==> src/rtl/conv_result_buffer_if.sv <==
// Result handshake between conv_result_buffer and the lcd stage.
//   res_valid : element on res_data/res_idx is valid this cycle
//   res_ready : lcd accepts the current element
//   res_data  : result element
//   res_idx   : slot index of res_data (0..3, row-major)
//   res_last  : final element of the 2x2 drain
// master = buffer side (drives data), slave = lcd side (drives ready).
interface conv_result_buffer_if #(
  parameter int DATA_W = 8
);
  logic              res_valid;
  logic              res_ready;
  logic [DATA_W-1:0] res_data;
  logic [1:0]        res_idx;
  logic              res_last;

  modport master (
    output res_valid,
    output res_data,
    output res_idx,
    output res_last,
    input  res_ready
  );

  modport slave (
    input  res_valid,
    input  res_data,
    input  res_idx,
    input  res_last,
    output res_ready
  );
endinterface

==> src/rtl/conv_result_buffer.sv <==
// Captures an array's 8-bit output into a 2x2 result matrix on one-hot
// capture strobes, then drains the four results in row-major order to the
// lcd stage over a valid/ready handshake.
// Ports:
//   clk        : clock, rising edge
//   rst        : synchronous active-high reset (priority over clear_i)
//   clear_i    : synchronous restart, same effect as rst
//   din_i      : array output
//   c00_i..c11_i : capture strobes for slots 0..3
//   done_i     : computation finished, start drain
//   res        : result handshake (master side)
//   busy_o     : FSM not idle
//   err_o      : sticky protocol-error flag
//
// state   | meaning
// --------+-----------------------------------------------
// IDLE    | empty, waiting for the first capture strobe
// CAPTURE | collecting results into the slots
// DRAIN   | presenting slot[idx] to the lcd, idx 0..3
module conv_result_buffer #(
  parameter int DATA_W = 8
) (
  input  logic              clk,
  input  logic              rst,
  input  logic              clear_i,
  input  logic [DATA_W-1:0] din_i,
  input  logic              c00_i,
  input  logic              c01_i,
  input  logic              c10_i,
  input  logic              c11_i,
  input  logic              done_i,
  conv_result_buffer_if.master res,
  output logic              busy_o,
  output logic              err_o
);

  localparam logic [1:0] IDLE    = 2'd0;
  localparam logic [1:0] CAPTURE = 2'd1;
  localparam logic [1:0] DRAIN   = 2'd2;

  logic [1:0]        state_q, state_d;
  logic [DATA_W-1:0] slots_q [4];
  logic [DATA_W-1:0] slots_d [4];
  logic [3:0]        filled_q, filled_d;
  logic [1:0]        idx_q, idx_d;
  logic              err_q, err_d;

  logic [3:0] strobe;
  logic       any_strobe;
  logic       multi_strobe;
  logic [1:0] sel;
  logic [3:0] sel_mask;
  logic       draining;
  logic       xfer;

  assign strobe       = {c11_i, c10_i, c01_i, c00_i};
  assign any_strobe   = |strobe;
  // More than one bit set: clearing the lowest set bit leaves something.
  assign multi_strobe = (strobe & (strobe - 4'd1)) != 4'd0;
  assign draining     = (state_q == DRAIN);
  assign xfer         = draining && res.res_ready;

  // Lowest-index strobe wins when several fire together.
  always_comb begin
    sel = 2'd0;
    if (c00_i)      sel = 2'd0;
    else if (c01_i) sel = 2'd1;
    else if (c10_i) sel = 2'd2;
    else if (c11_i) sel = 2'd3;
  end

  assign sel_mask = 4'b0001 << sel;

  always_comb begin
    state_d  = state_q;
    slots_d  = slots_q;
    filled_d = filled_q;
    idx_d    = idx_q;
    err_d    = err_q;

    if (state_q != DRAIN) begin
      if (any_strobe) begin
        slots_d[sel] = din_i;
        filled_d     = filled_q | sel_mask;
        if (multi_strobe || ((filled_q & sel_mask) != 4'd0)) err_d = 1'b1;
        state_d = CAPTURE;
      end
      if (done_i) begin
        if (state_q == IDLE && !any_strobe) begin
          err_d = 1'b1;
        end else begin
          // filled_d already includes a same-cycle strobe.
          if (filled_d != 4'hF) err_d = 1'b1;
          state_d = DRAIN;
          idx_d   = 2'd0;
        end
      end
    end else begin
      if (any_strobe) err_d = 1'b1;
      if (xfer) begin
        if (idx_q == 2'd3) begin
          state_d  = IDLE;
          filled_d = 4'd0;
          idx_d    = 2'd0;
          for (int i = 0; i < 4; i++) slots_d[i] = '0;
        end else begin
          idx_d = idx_q + 2'd1;
        end
      end
    end
  end

  always_ff @(posedge clk) begin
    if (rst || clear_i) begin
      state_q  <= IDLE;
      filled_q <= 4'd0;
      idx_q    <= 2'd0;
      err_q    <= 1'b0;
      for (int i = 0; i < 4; i++) slots_q[i] <= '0;
    end else begin
      state_q  <= state_d;
      filled_q <= filled_d;
      idx_q    <= idx_d;
      err_q    <= err_d;
      for (int i = 0; i < 4; i++) slots_q[i] <= slots_d[i];
    end
  end

  // Outputs are forced to zero outside DRAIN so nothing stale leaks out.
  assign res.res_valid = draining;
  assign res.res_data  = draining ? slots_q[idx_q] : '0;
  assign res.res_idx   = draining ? idx_q : 2'd0;
  assign res.res_last  = draining && (idx_q == 2'd3);
  assign busy_o        = (state_q != IDLE);
  assign err_o         = err_q;

endmodule
==> src/flat_wrapper.sv <==
// flat-port wrapper written by rule: the top's interface ports become plain ports
module conv_result_buffer_flat 
#(
  parameter int DATA_W = 8
)
  (clk, rst, clear_i, din_i, c00_i, c01_i, c10_i, c11_i, done_i, busy_o, err_o, res_res_valid, res_res_data, res_res_idx, res_res_last, res_res_ready);
  conv_result_buffer_if #(.DATA_W(DATA_W)) res_i ();
  input  logic clk;
  input  logic rst;
  input  logic clear_i;
  input  logic [DATA_W-1:0] din_i;
  input  logic c00_i;
  input  logic c01_i;
  input  logic c10_i;
  input  logic c11_i;
  input  logic done_i;
  output logic busy_o;
  output logic err_o;
  output wire logic [$bits(res_i.res_valid)-1:0] res_res_valid;
  output wire logic [$bits(res_i.res_data)-1:0] res_res_data;
  output wire logic [$bits(res_i.res_idx)-1:0] res_res_idx;
  output wire logic [$bits(res_i.res_last)-1:0] res_res_last;
  input wire logic [$bits(res_i.res_ready)-1:0] res_res_ready;
  assign res_res_valid = res_i.res_valid;
  assign res_res_data = res_i.res_data;
  assign res_res_idx = res_i.res_idx;
  assign res_res_last = res_i.res_last;
  assign res_i.res_ready = res_res_ready;
  conv_result_buffer #(.DATA_W(DATA_W)) u_core (.clk(clk), .rst(rst), .clear_i(clear_i), .din_i(din_i), .c00_i(c00_i), .c01_i(c01_i), .c10_i(c10_i), .c11_i(c11_i), .done_i(done_i), .res(res_i), .busy_o(busy_o), .err_o(err_o));
endmodule
==> config.mk <==
export PLATFORM = sky130hd
export DESIGN_NAME = conv_result_buffer_flat
export DESIGN_NICKNAME = d
export VERILOG_FILES = /design/src/rtl/conv_result_buffer_if.sv /design/src/rtl/conv_result_buffer.sv /design/src/flat_wrapper.sv
export SDC_FILE = /design/constraint.sdc
export NUM_CORES = 1
export LEC_CHECK = 0
export ABC_AREA = 1
export BUFFER_PORTS_ARGS = -buffer_cell sky130_fd_sc_hd__buf_2
export CORE_MARGIN = 1.5
export CORE_UTILIZATION = 40
export DETAILED_ROUTE_END_ITERATION = 10
export PLACE_DENSITY = 0.57
export SLEW_MARGIN = 20
export SYNTH_ARGS = -nofsm -noshare
export SYNTH_HDL_FRONTEND = slang
export SYNTH_SLANG_ARGS = --single-unit
==> constraint.sdc <==
create_clock -name clk -period 2.9 [get_ports clk]
set_input_delay 0.145 -clock clk [delete_from_list [all_inputs] [get_ports clk]]
set_output_delay 0.145 -clock clk [all_outputs]
set_load 0.01 [all_outputs]
==> run metrics <==
detailed-route wire length=5190 um; final core occ=0.464; Worst path slowest cell=dfxtp_1; largest net degree at the start of global routing=31; met1 Track Usage GR=0.301; count leader, synth=nand2_1; worst hold path depth=4; Synth area leaders=dfxtp_1 (39%), nand2_1 (11%), nor2_1 (9.0%); post-synth top area share=0.393; syn avg cell area=6.83 sq um; busiest metal layer after global routing=met2; Syn-to-layout area delta=12.6%; vias per inst=4.87; switching fraction of total power=0.289; internal power=797 uW; Root Driver=clkbuf_8; non-filler instance count after layout=403; worst-path cell chain=buf_4 > inv_1 > o21ai_0 > a21oi_1 > buf_2; GR Util met3=0.0375; Worst Reg-to-Reg Cells=6; CTS clk-pin slew, worst paths=0.08 ns; placed cells=395; sw power=324 uW; routability-driven placement congestion ratio=0.806; number of global-route vias before repair=1804; Core Box Area=5070 sq um; PostCTS Resize Cnt=0; DIE WIDTH=75.3 um; Final period util=0.722; clk sinks=41; combinational share of power=0.145; initial DRC count=132; Min Clock Period, post-route=2.09 ns; share of layout cells above drive strength 1=0.186; Multi-input gate area=1060 sq um; Reg2Reg Capture Point=u_core.slots_q[17]; Distinct cells, synth=29; max-slew violations=0; Yosys top cell by area=dfxtp_1; register bit count reported by yosys=41; Fill cells=559; largest stage delay on the critical path=0.52 ns; PwrDens=477 nW/um^2; Setup Skew=0.00287 ns; Final setup violation count=0; drt drc=0; CTS Buf Count=5; Max Cap Violations=0; GRT overflow=0; Mapped Area=2090 sq um; Async SR Flop Fraction=0; EDFF count, synth=0; Seq/Total Area, Yosys=0.393; Wirelength per Cell=12.9 um; Startpoint Class=flop; clock latency at the later pin of the worst-skew pair=0.30 ns; initial antenna violation count=0; I/O pins=31; post-CTS setup buffer count=0; DP Wirelength=3880 um; via count=1961; Die Y=75.3 um; status=finished, final reports clean; GRT Total Usage=0.207; Synth top cells by count=nand2_1 (60), nor2_1 (50), dfxtp_1 (41); fin nets=350; post-cts hold buffer count=0; RSZ-0062 raised after global routing=false; Flop pwr share=0.526; Post-Syn Instances=306; Hold/Removal Path Class=input pin to flop; setup_tns=0 ns; grt met2 use=0.307; TritonRoute pass-1 iters=4; H-Tree Depth=2; Row Count=26; first-pass GRT wire length=8720 um; ANT cells=0; RR Startpoint=u_core.idx_q[1]; max_slew headroom=0.327; Crit Path Class=flop to output port; Achievable Freq=478 MHz; die area=5670 sq um; Worst Path Arrival=1.95 ns; Critical Path End Type=output port; required time of the critical path=2.76 ns; FF-to-FF setup slack=0.97 ns; Ys Warns=0; CTS tree=built; Endpoint, Worst Hold=u_core.state_q[0]; IO Port Bufs=30; register area=821 sq um; peak supply drop=0.000292 V; Main synth FF type=dfxtp_1; Final Hold Viols=0; WHS=0.129 ns; Clk network pwr share=0.329; hold wc startpoint=done_i; worst-margin pin slew=1.01 ns; leak pwr=1.01 nW; Net Count, Synth=324; ANT nets after route=0; initial core utilization=0.412; critical path peak fanout=18; clock buffer depth=2
## cell families (layout without fill, tap and decap cells)
family | after synthesis | count (layout) | share of synthesized area
AND/OR/NAND/NOR | 136 | 136 | 0.267
adder cells (fa/ha/maj) | 1 | 1 | 0.00599
buffers and inverters | 47 | 74 | 0.100
flip-flops | 41 | 41 | 0.393
AO/OA/AOI/OAI | 81 | 81 | 0.234
## cells in the final DEF (no fill, tap or decap), drive strengths merged
cell type and n:
a211oi 6, a21oi 36, a22oi 1, a31oi 6, and2 1, buf 33, clkbuf 6, clkinv 3
dfxtp 41, ha 1, inv 32, nand2 64, nand3 17, nand4 1, nor2 52, nor3 1
o211ai 1, o21ai 31
## routing by layer
layer | part of all wire | vias to the layer above
li1 | - | 1048
met2 | 0.44 | 39
met5 | 0 | -
met1 | 0.50 | 868
met4 | 0.0096 | 0
met3 | 0.050 | 6
## power by group through the flow
stage	Sequential [mW]	Clock [mW]	Combinational (mW)
final	0.590	0.368	0.163
after global routing	0.593	0.395	0.187
after CTS	0.590	0.377	0.163
after detailed placement	0.603	0	0.162
after global placement	0.603	0	0.165
after floorplan	0.600	0	0.120
## sequential cells by signal (all words and copies together), names as in the netlist
| signal | flops |
|---|---|
| u_core.slots_q | 32 |
| u_core.filled_q | 4 |
| u_core.idx_q | 2 |
| u_core.state_q | 2 |
| u_core.err_o | 1 |
## area by class of cell
class                           count  area share
Timing Repair Buffer               33      0.0734
Tap cell                           70      0.0372
Clock inverter                      2     0.00426
Inverter                           33      0.0548
Clock buffer                        6      0.0309
Multi-Input combinational cell    218       0.451
Sequential cell                    41       0.349
## worst max-delay path by stage
| stage | startpoint | end | slack (ns) |
|---|---|---|---|
| 2_1_floorplan | u_core.idx_q[1] | res_res_data[7] | 1.51 |
| 3_3_place_gp | u_core.idx_q[1] | u_core.slots_q[20] | 1.08 |
| 3_5_place_dp | u_core.idx_q[1] | u_core.slots_q[17] | 1.0 |
| 4_1_cts | u_core.idx_q[0] | res_res_data[2] | 0.82 |
| 5_1_grt | u_core.idx_q[0] | res_res_data[2] | 0.66 |
| 6_report | u_core.idx_q[0] | res_res_data[2] | 0.81 |
## critical path, delay by kind of cell, from the launching register on
family / cells / cell delay [ns]
DFF: 1 / 0.52
buffers and inverters: 3 / 0.65
AOI/OAI and AO/OA: 2 / 0.48
## metrics by stage
step                      area [sq um]  setup WS, ns  power [mW]
final                             2350         0.806        1.12
after detailed placement          2270         0.997       0.765
after global placement            2270          1.08       0.768
after global routing              2350         0.659        1.17
after CTS                         2350         0.824        1.13
after floorplan                   2090          1.51       0.720
No activity file was read; power rests on OpenSTA's default activity.
